**config.mk**
```make
export PLATFORM = sky130hd
export DESIGN_NAME = mc_ctrl
export DESIGN_NICKNAME = d
export VERILOG_FILES = /design/src/rtl/mc_ctrl.sv
export SDC_FILE = /design/constraint.sdc
export NUM_CORES = 1
export LEC_CHECK = 0
export CORE_MARGIN = 4
export CORE_UTILIZATION = 27
export CTS_CLUSTER_SIZE = 16
export DETAILED_ROUTE_END_ITERATION = 10
export HOLD_SLACK_MARGIN = 0.05
export PLACE_DENSITY = 0.75
export RECOVER_POWER = 50
export SETUP_SLACK_MARGIN = 0.05
export SYNTH_ARGS = -nofsm -noshare
export SYNTH_HDL_FRONTEND = slang
export SYNTH_SLANG_ARGS = --single-unit
```
**constraint.sdc**
```tcl
create_clock -name clk -period 1.25 [get_ports clk]
set_input_delay 0.25 -clock clk [delete_from_list [all_inputs] [get_ports clk]]
set_output_delay 0.25 -clock clk [all_outputs]
set_load 0.005 [all_outputs]
```
**src/rtl/mc_ctrl.sv**
```systemverilog
// rtl/mc_ctrl.sv - multicycle MIPS control FSM for the P-series datapath
// Moore outputs on state, with instr decode for the ALU op, extend mode and write-register select.
module mc_ctrl (
    input  logic        clk,
    input  logic        reset,
    input  logic [31:0] instr,
    input  logic        zero,
    output logic        pc_en,
    output logic        ir_en,
    output logic        mem_we,
    output logic        rf_we,
    output logic [1:0]  reg_dst,
    output logic [1:0]  wd_sel,
    output logic        alu_src_a,
    output logic [1:0]  alu_src_b,
    output logic [2:0]  ALUOp,
    output logic [1:0]  ext_op,
    output logic [1:0]  npc_sel,
    output logic        illegal,
    output logic [3:0]  state
);
    typedef enum logic [3:0] {
        S_FETCH    = 4'd0,
        S_DECODE   = 4'd1,
        S_EXEC_R   = 4'd2,
        S_EXEC_I   = 4'd3,
        S_MEM_ADDR = 4'd4,
        S_MEM_RD   = 4'd5,
        S_MEM_WB   = 4'd6,
        S_MEM_WR   = 4'd7,
        S_ALU_WB   = 4'd8,
        S_BRANCH   = 4'd9,
        S_JUMP     = 4'd10
    } state_t;

    localparam logic [5:0] OP_RTYPE = 6'b000000;
    localparam logic [5:0] OP_ORI   = 6'b001101;
    localparam logic [5:0] OP_LUI   = 6'b001111;
    localparam logic [5:0] OP_LW    = 6'b100011;
    localparam logic [5:0] OP_SW    = 6'b101011;
    localparam logic [5:0] OP_BEQ   = 6'b000100;
    localparam logic [5:0] OP_J     = 6'b000010;

    state_t      state_q, state_d;
    logic [5:0]  op, funct;
    logic [2:0]  r_aluop;
    logic        r_legal;
    logic        unused_fields;

    assign op            = instr[31:26];
    assign funct         = instr[5:0];
    assign unused_fields = ^instr[25:6];
    assign state         = state_q;

    always_comb begin
        r_legal = 1'b1;
        case (funct)
            6'b100001: r_aluop = 3'b000;
            6'b100011: r_aluop = 3'b001;
            6'b100100: r_aluop = 3'b010;
            6'b100101: r_aluop = 3'b011;
            6'b000110: r_aluop = 3'b100;
            6'b000111: r_aluop = 3'b101;
            default: begin
                r_aluop = 3'b000;
                r_legal = 1'b0;
            end
        endcase
    end

    always_comb begin
        state_d = S_FETCH;
        case (state_q)
            S_FETCH:  state_d = S_DECODE;
            S_DECODE: begin
                case (op)
                    OP_RTYPE:       state_d = r_legal ? S_EXEC_R : S_FETCH;
                    OP_ORI, OP_LUI: state_d = S_EXEC_I;
                    OP_LW, OP_SW:   state_d = S_MEM_ADDR;
                    OP_BEQ:         state_d = S_BRANCH;
                    OP_J:           state_d = S_JUMP;
                    default:        state_d = S_FETCH;
                endcase
            end
            S_EXEC_R, S_EXEC_I: state_d = S_ALU_WB;
            S_MEM_ADDR: state_d = (op == OP_LW) ? S_MEM_RD : S_MEM_WR;
            S_MEM_RD:   state_d = S_MEM_WB;
            default:    state_d = S_FETCH;
        endcase
    end

    always_ff @(posedge clk) begin
        if (reset) state_q <= S_FETCH;
        else       state_q <= state_d;
    end

    // Enables are gated by reset so an aborted instruction cannot commit a write.
    always_comb begin
        pc_en     = 1'b0;
        ir_en     = 1'b0;
        mem_we    = 1'b0;
        rf_we     = 1'b0;
        reg_dst   = 2'd0;
        wd_sel    = 2'd0;
        alu_src_a = 1'b0;
        alu_src_b = 2'd0;
        ALUOp     = 3'b000;
        ext_op    = 2'd0;
        npc_sel   = 2'd0;
        illegal   = 1'b0;
        case (state_q)
            S_FETCH: begin
                ir_en     = ~reset;
                pc_en     = ~reset;
                alu_src_b = 2'd1;
            end
            S_DECODE: begin
                alu_src_b = 2'd3;
                ext_op    = 2'd1;
                case (op)
                    OP_RTYPE: illegal = ~r_legal;
                    OP_ORI, OP_LUI, OP_LW, OP_SW, OP_BEQ, OP_J: illegal = 1'b0;
                    default:  illegal = 1'b1;
                endcase
            end
            S_EXEC_R: begin
                alu_src_a = 1'b1;
                ALUOp     = r_aluop;
            end
            S_EXEC_I: begin
                alu_src_a = 1'b1;
                alu_src_b = 2'd2;
                ALUOp     = 3'b011;
                ext_op    = (op == OP_LUI) ? 2'd2 : 2'd0;
            end
            S_MEM_ADDR: begin
                alu_src_a = 1'b1;
                alu_src_b = 2'd2;
                ext_op    = 2'd1;
            end
            S_MEM_WB: begin
                rf_we  = ~reset;
                wd_sel = 2'd1;
            end
            S_MEM_WR: mem_we = ~reset;
            S_ALU_WB: begin
                rf_we   = ~reset;
                reg_dst = (op == OP_RTYPE) ? 2'd1 : 2'd0;
            end
            S_BRANCH: begin
                alu_src_a = 1'b1;
                ALUOp     = 3'b001;
                npc_sel   = 2'd1;
                pc_en     = zero & ~reset;
            end
            S_JUMP: begin
                pc_en   = ~reset;
                npc_sel = 2'd2;
            end
            default: ;
        endcase
    end
endmodule

```
==> results of run 1 <==
-- stage by stage --
stage | power [W] | instances | setup slack (ns)
floorplan | 0.000248 | 94 | -0.0720
global placement | 0.000428 | 185 | -0.987
detailed placement | 0.000435 | 185 | -1.01
CTS | 0.000622 | 201 | -0.377
global route | 0.000720 | 208 | -0.466
finish | 0.000672 | 208 | -0.389
-- layout make-up --
type / instances / area, sq um / share of cell area
repair buffers: 90 / 776 / 0.482
multi-input cells: 81 / 677 / 0.420
flip-flops and latches: 4 / 92.6 / 0.0575
well taps: 28 / 35.0 / 0.0218
clock buffers: 3 / 22.5 / 0.0140
inverters: 2 / 7.51 / 0.00466
-- worst min-delay path, cell delays in order --
cell     delay [ns]
buf_6          0.08
buf_4          0.13
nor2_1         0.05
a41oi_1        0.25
nor4_1         0.07
-- routing by layer --
| metal | up-vias | wire (um) | global-route usage |
|---|---|---|---|
| met2 | 49 | 1710 | 0.357 |
| met4 | 0 | 95 | 0.0780 |
| met3 | 14 | 231 | 0.0460 |
| met5 | - | 0 | 0 |
| li1 | 506 | - | - |
| met1 | 523 | 1300 | 0.199 |
-- cells by family after synthesis --
logic type / Yosys count / share of synthesized area
other: 1 / 0.00595
flip-flops: 4 / 0.127
buffers and inverters: 9 / 0.0714
multiplexers: 3 / 0.0516
AO/OA/AOI/OAI: 22 / 0.256
AND/OR/NAND/NOR: 51 / 0.446
XOR/XNOR: 3 / 0.0417
-- cell usage after synthesis --
cell type  count
a21oi_1        7
o31ai_1        1
a211oi_1       2
buf_2          3
o21a_1         2
nor3_1         7
o21ai_0        2
o211ai_1       1
and3b_1        1
nor4_1         3
o211a_1        1
a41oi_1        1
nor4bb_1       1
conb_1         1
a31oi_1        3
nor2_1        13
inv_1          2
mux2i_1        1
or3_4          1
o22ai_1        1
nand3_1        4
clkbuf_1       2
xnor2_1        2
mux2_2         2
a2111oi_4      1
nand2_4        1
or3_1          1
nor3b_1        2
xor2_1         1
nand2b_4       1
nand2b_1       5
buf_4          2
and3_1         1
nand2_1        7
nor2b_1        3
dfxtp_1        4
-- worst paths after layout --
kind,from,endpoint,cells past startpoint
max,instr[27],illegal,7
min,instr[26],state[3],5
max reg2reg,state[0],state[1],7
min reg2reg,state[3],state[0],2
-- what timing repair did --
action                                  4_1_cts  5_1_grt
buffers inserted                             14       10
gates resized for setup                     171       20
endpoints found under the setup margin       25       25
pin swaps                                    22       12
gates cloned                                  0        0
hold endpoints to repair                      0        0
-- power groups by stage --
stage,logic [W],registers (W),clock network (W)
global route,0.000387,0.000140,0.000192
finish,0.000363,0.000139,0.000170
CTS,0.000321,0.000137,0.000163
floorplan,0.000109,0.000139,0
detailed placement,0.000294,0.000141,0
global placement,0.000287,0.000141,0
==> results_dict.tcl, run 1 <==
set metrics [dict create \
    fin_crit_ns 1.64 \
    vias_per_cell 5.25 \
    ys_types 36 \
    grt_max_degree 9 \
    largest_register_ffs 4 \
    wl_mm 3.34 \
    cts_tree "yes" \
    status "finished with violations" \
    cp.arrival_ns 1.39 \
    die_area_sq_um 3170 \
    violations "negative setup slack" \
    setup_ws_ns -0.389 \
    cts-htree-levels 1 \
    numCtsBuffers 3 \
    end_kind "output port" \
    synth_top_area_share 0.127 \
    period_share 1.31 \
    crit_path_top_delay_cell "or3_4" \
    n_fill_cell 149 \
    gp_congestion 0.851 \
    fin_util 0.728 \
    worstPathCellList "buf_6, or3_4, buf_12, nand2_4, a31oi_1, o211a_1, buf_2" \
    critPathLaunchType "input pin" \
    dp_hpwl_mm 1.94 \
    final_nets 217 \
    cp.required_ns 1.00 \
    fin_skew_ns 0.00909 \
    rsz0062_at_grt "yes" \
    grt_first_pass_wirelength_mm 4.90 \
    syn_area_sq_um 631 \
    grt_overflow 0 \
    cts_buffer_depth 2 \
    design_area_sq_um 1610 \
    clock_power_share 0.253 \
    ys_ff_latch 4 \
    antenna_found_initial 0 \
    antenna_left 0 \
    ios 58 \
    dr.pass1.iters 4 \
    syn_avg_cell_area_sq_um 6.78 \
    slew_violations 0 \
    dieHeight_um 56.3 \
    whs_ns 0.633 \
    yosys_warnings 0 \
    initial_core_util 0.285 \
    wl_per_cell_um 16.0 \
    yosys.area.top_type "dfxtp_1" \
    cpPeakStageDelay_ns 0.41 \
    clk_pin_slew_ns 0.04 \
    final_cell_mix "buf_6, buf_4, buf_2, dlygate4sd2_1" \
    fin_tns_setup_ns -4.71 \
    syn_inst 93 \
    swShare 0.342 \
    final_layout_size_suffix_gt1_frac 0.678 \
    p_per_area_nw_per_um2 417 \
    hold_class "input pin to flip-flop" \
    num_antenna_cells 0 \
    regToRegSetupSlack_ns -0.32 \
    p_switching_w 0.000230 \
    final_common_cell "buf_6" \
    cts_root_buf "clkbuf_4" \
    p_comb_frac 0.540 \
    synthToLayoutAreaGrowth_pct 155 \
    vias 1092 \
    ys_top_cells_by_area "dfxtp_1, nor2_1, a21oi_1" \
    clock_latency_ns 0.24 \
    max_freq_mhz 610 \
    cts_sinks 4 \
    grt_pass1_vias 1094 \
    num_rows 17 \
    first_iter_violations 20 \
    vdd_drop_max_mv 0.443 \
    internal_power_w 0.000442 \
    yosysSeqAreaShare 0.127 \
    p_leak_nw 0.746 \
    cp_num_buf_inv 3 \
    io_buffers 35 \
    holdBufCountCts 0 \
    gr-usage-all-layers 0.190 \
    drc 0 \
    worstSetupPathType "input pin to output port" \
    core_area_sq_um 2210 \
    drv_cap 0 \
    hold_viol 0 \
    setup_viol 19 \
    path_max_fanout 2 \
    cp_top_family "simple AND/OR/NAND/NOR gates" \
    pwr-share-seq 0.207 \
    dpl_cell_area_sq_um 1250 \
    die_width_um 56.3 \
]
No activity file was read; power rests on OpenSTA's default activity.
==> run 2, diff against run 1 <==
CTS_CLUSTER_SIZE = 12   (was 16)
==> results of run 2 <==
No change in the layout: final DEF, timing and power equal those of run 1.
==> run 3, diff against run 2 <==
GPL_ROUTABILITY_DRIVEN = 0   (was default)
MAX_ROUTING_LAYER = met4   (was default)
==> run 3 against run 2 <==
Compared with the run above:
- sequential power hardly changed
- critical endpoint unchanged
- fmax grew 0.19%
- hold slack gained 0.0030 ns
- the flow still finishes with violations (negative setup slack)
- first-iteration DRC count grew 5.0%
- clock power down 3%
- register-to-register slack about the same
- clock skew decreased by 0.00069 ns
==> results_dict.tcl, run 3 (synthesis results as in run 1) <==
set metrics [dict create \
    status "finished with violations" \
    violations "negative setup slack" \
    hold_class "input pin to flip-flop" \
    period_share 1.31 \
    num_antenna_cells 0 \
    rsz0062_at_grt "yes" \
    final_layout_size_suffix_gt1_frac 0.678 \
    drv_cap 0 \
    holdBufCountCts 0 \
    final_cell_mix "buf_6, buf_4, buf_2, dlygate4sd2_1" \
    placed_cells 185 \
    grt_max_degree 9 \
    cp.arrival_ns 1.39 \
    clock_latency_ns 0.24 \
    drc 0 \
    synthToLayoutAreaGrowth_pct 155 \
    reg2reg_depth 7 \
    r2r_start "state[0]" \
    fin_crit_ns 1.64 \
    max_freq_mhz 611 \
    die_width_um 56.3 \
    initial_core_util 0.285 \
    p_leak_nw 0.746 \
    dieHeight_um 56.3 \
    vias_per_cell 5.17 \
    path_max_fanout 2 \
    clk_pin_slew_ns 0.04 \
    cts_root_buf "clkbuf_4" \
    first_iter_violations 21 \
    setup_ws_ns -0.386 \
    antenna_left 0 \
    num_rows 17 \
    design_area_sq_um 1610 \
    grt_overflow 0 \
    io_buffers 35 \
    gr-usage-all-layers 0.196 \
    p_per_area_nw_per_um2 414 \
    cts_sinks 4 \
    die_area_sq_um 3170 \
    layout.cells.non_filler 208 \
    regToRegSetupSlack_ns -0.31 \
    antenna_found_initial 0 \
    cp.required_ns 1.00 \
    dr.pass1.iters 4 \
    min_path_cells 5 \
    dp_hpwl_mm 1.94 \
    hold_end "state[3]" \
    fin_skew_ns 0.00840 \
    final_common_cell "buf_6" \
    numCtsBuffers 3 \
    final_nets 217 \
    vias 1076 \
    grt_first_pass_wirelength_mm 4.92 \
    grt_pass1_vias 1091 \
    vdd_drop_max_mv 0.437 \
    hold_viol 0 \
    reg2reg_to "state[1]" \
    cts_buffer_depth 2 \
    end_kind "output port" \
    cts_tree "yes" \
    core_area_sq_um 2210 \
    hp-start "instr[26]" \
    critPathLaunchType "input pin" \
    wl_per_cell_um 16.0 \
    wl_mm 3.32 \
    slew_violations 0 \
    p_total_w 0.000667 \
    cts-htree-levels 1 \
    dpl_cell_area_sq_um 1250 \
    setup_viol 19 \
    largest_register_ffs 4 \
    ios 58 \
    worstSetupPathType "input pin to output port" \
]
## run 3: cell counts in the layout (fill, tap and decap cells not counted)
Identical to the previous run, type by type.
## run 3: cell type report
class | count | area (sq um)
repair buffers | 90 | 776
multi-input cells | 81 | 677
fillers | 149 | 602
flip-flops and latches | 4 | 92.6
well taps | 28 | 35.0
clock buffers | 3 | 22.5
inverters | 2 | 7.51
## run 3: how the worst max path moves through the flow
| stage | from | endpoint | slack [ns] | depth (start not counted) |
|---|---|---|---|---|
| global route | state[0] | ALUOp[0] | -0.47 | 7 |
| detailed placement | instr[26] | illegal | -1.01 | 6 |
| CTS | instr[26] | illegal | -0.38 | 6 |
| floorplan | instr[27] | illegal | -0.07 | 4 |
| global placement | instr[26] | illegal | -0.99 | 6 |
| finish | instr[27] | illegal | -0.39 | 7 |
## run 3: through the flow
step	util	hold WS, ns	worst slack (ns)	setup TNS [ns]
after global routing	0.728	0.652	-0.465	-5.87
after detailed placement	0.565	0.698	-1.01	-12.49
after CTS	0.670	0.542	-0.377	-3.76
after floorplan	-	0.329	-0.0720	-0.255
after global placement	0.565	0.687	-0.987	-11.99
final	0.728	0.636	-0.386	-4.62
## run 3: what timing repair did
item,in CTS,in global routing
pin swaps,22,12
endpoints found under the setup margin,25,25
resized for setup,171,20
buffers inserted,14,10
## run 3: critical path: stages
cell and delay, ns:
buf_6 0.09, or3_4 0.41, buf_12 0.14, nand2_4 0.06, a31oi_1 0.07, o211a_1 0.23
buf_2 0.12
## run 3: layer usage
| metal | GRT usage | wire length [um] |
|---|---|---|
| met5 | - | 0 |
| met4 | 0.0780 | 84 |
| met3 | 0.0437 | 216 |
| met2 | 0.357 | 1720 |
| met1 | 0.202 | 1300 |
## run 3: report_power, final
group          internal, W  switching, W
Sequential        0.000128     0.0000110
Clock             0.000108     0.0000576
Combinational     0.000206      0.000157
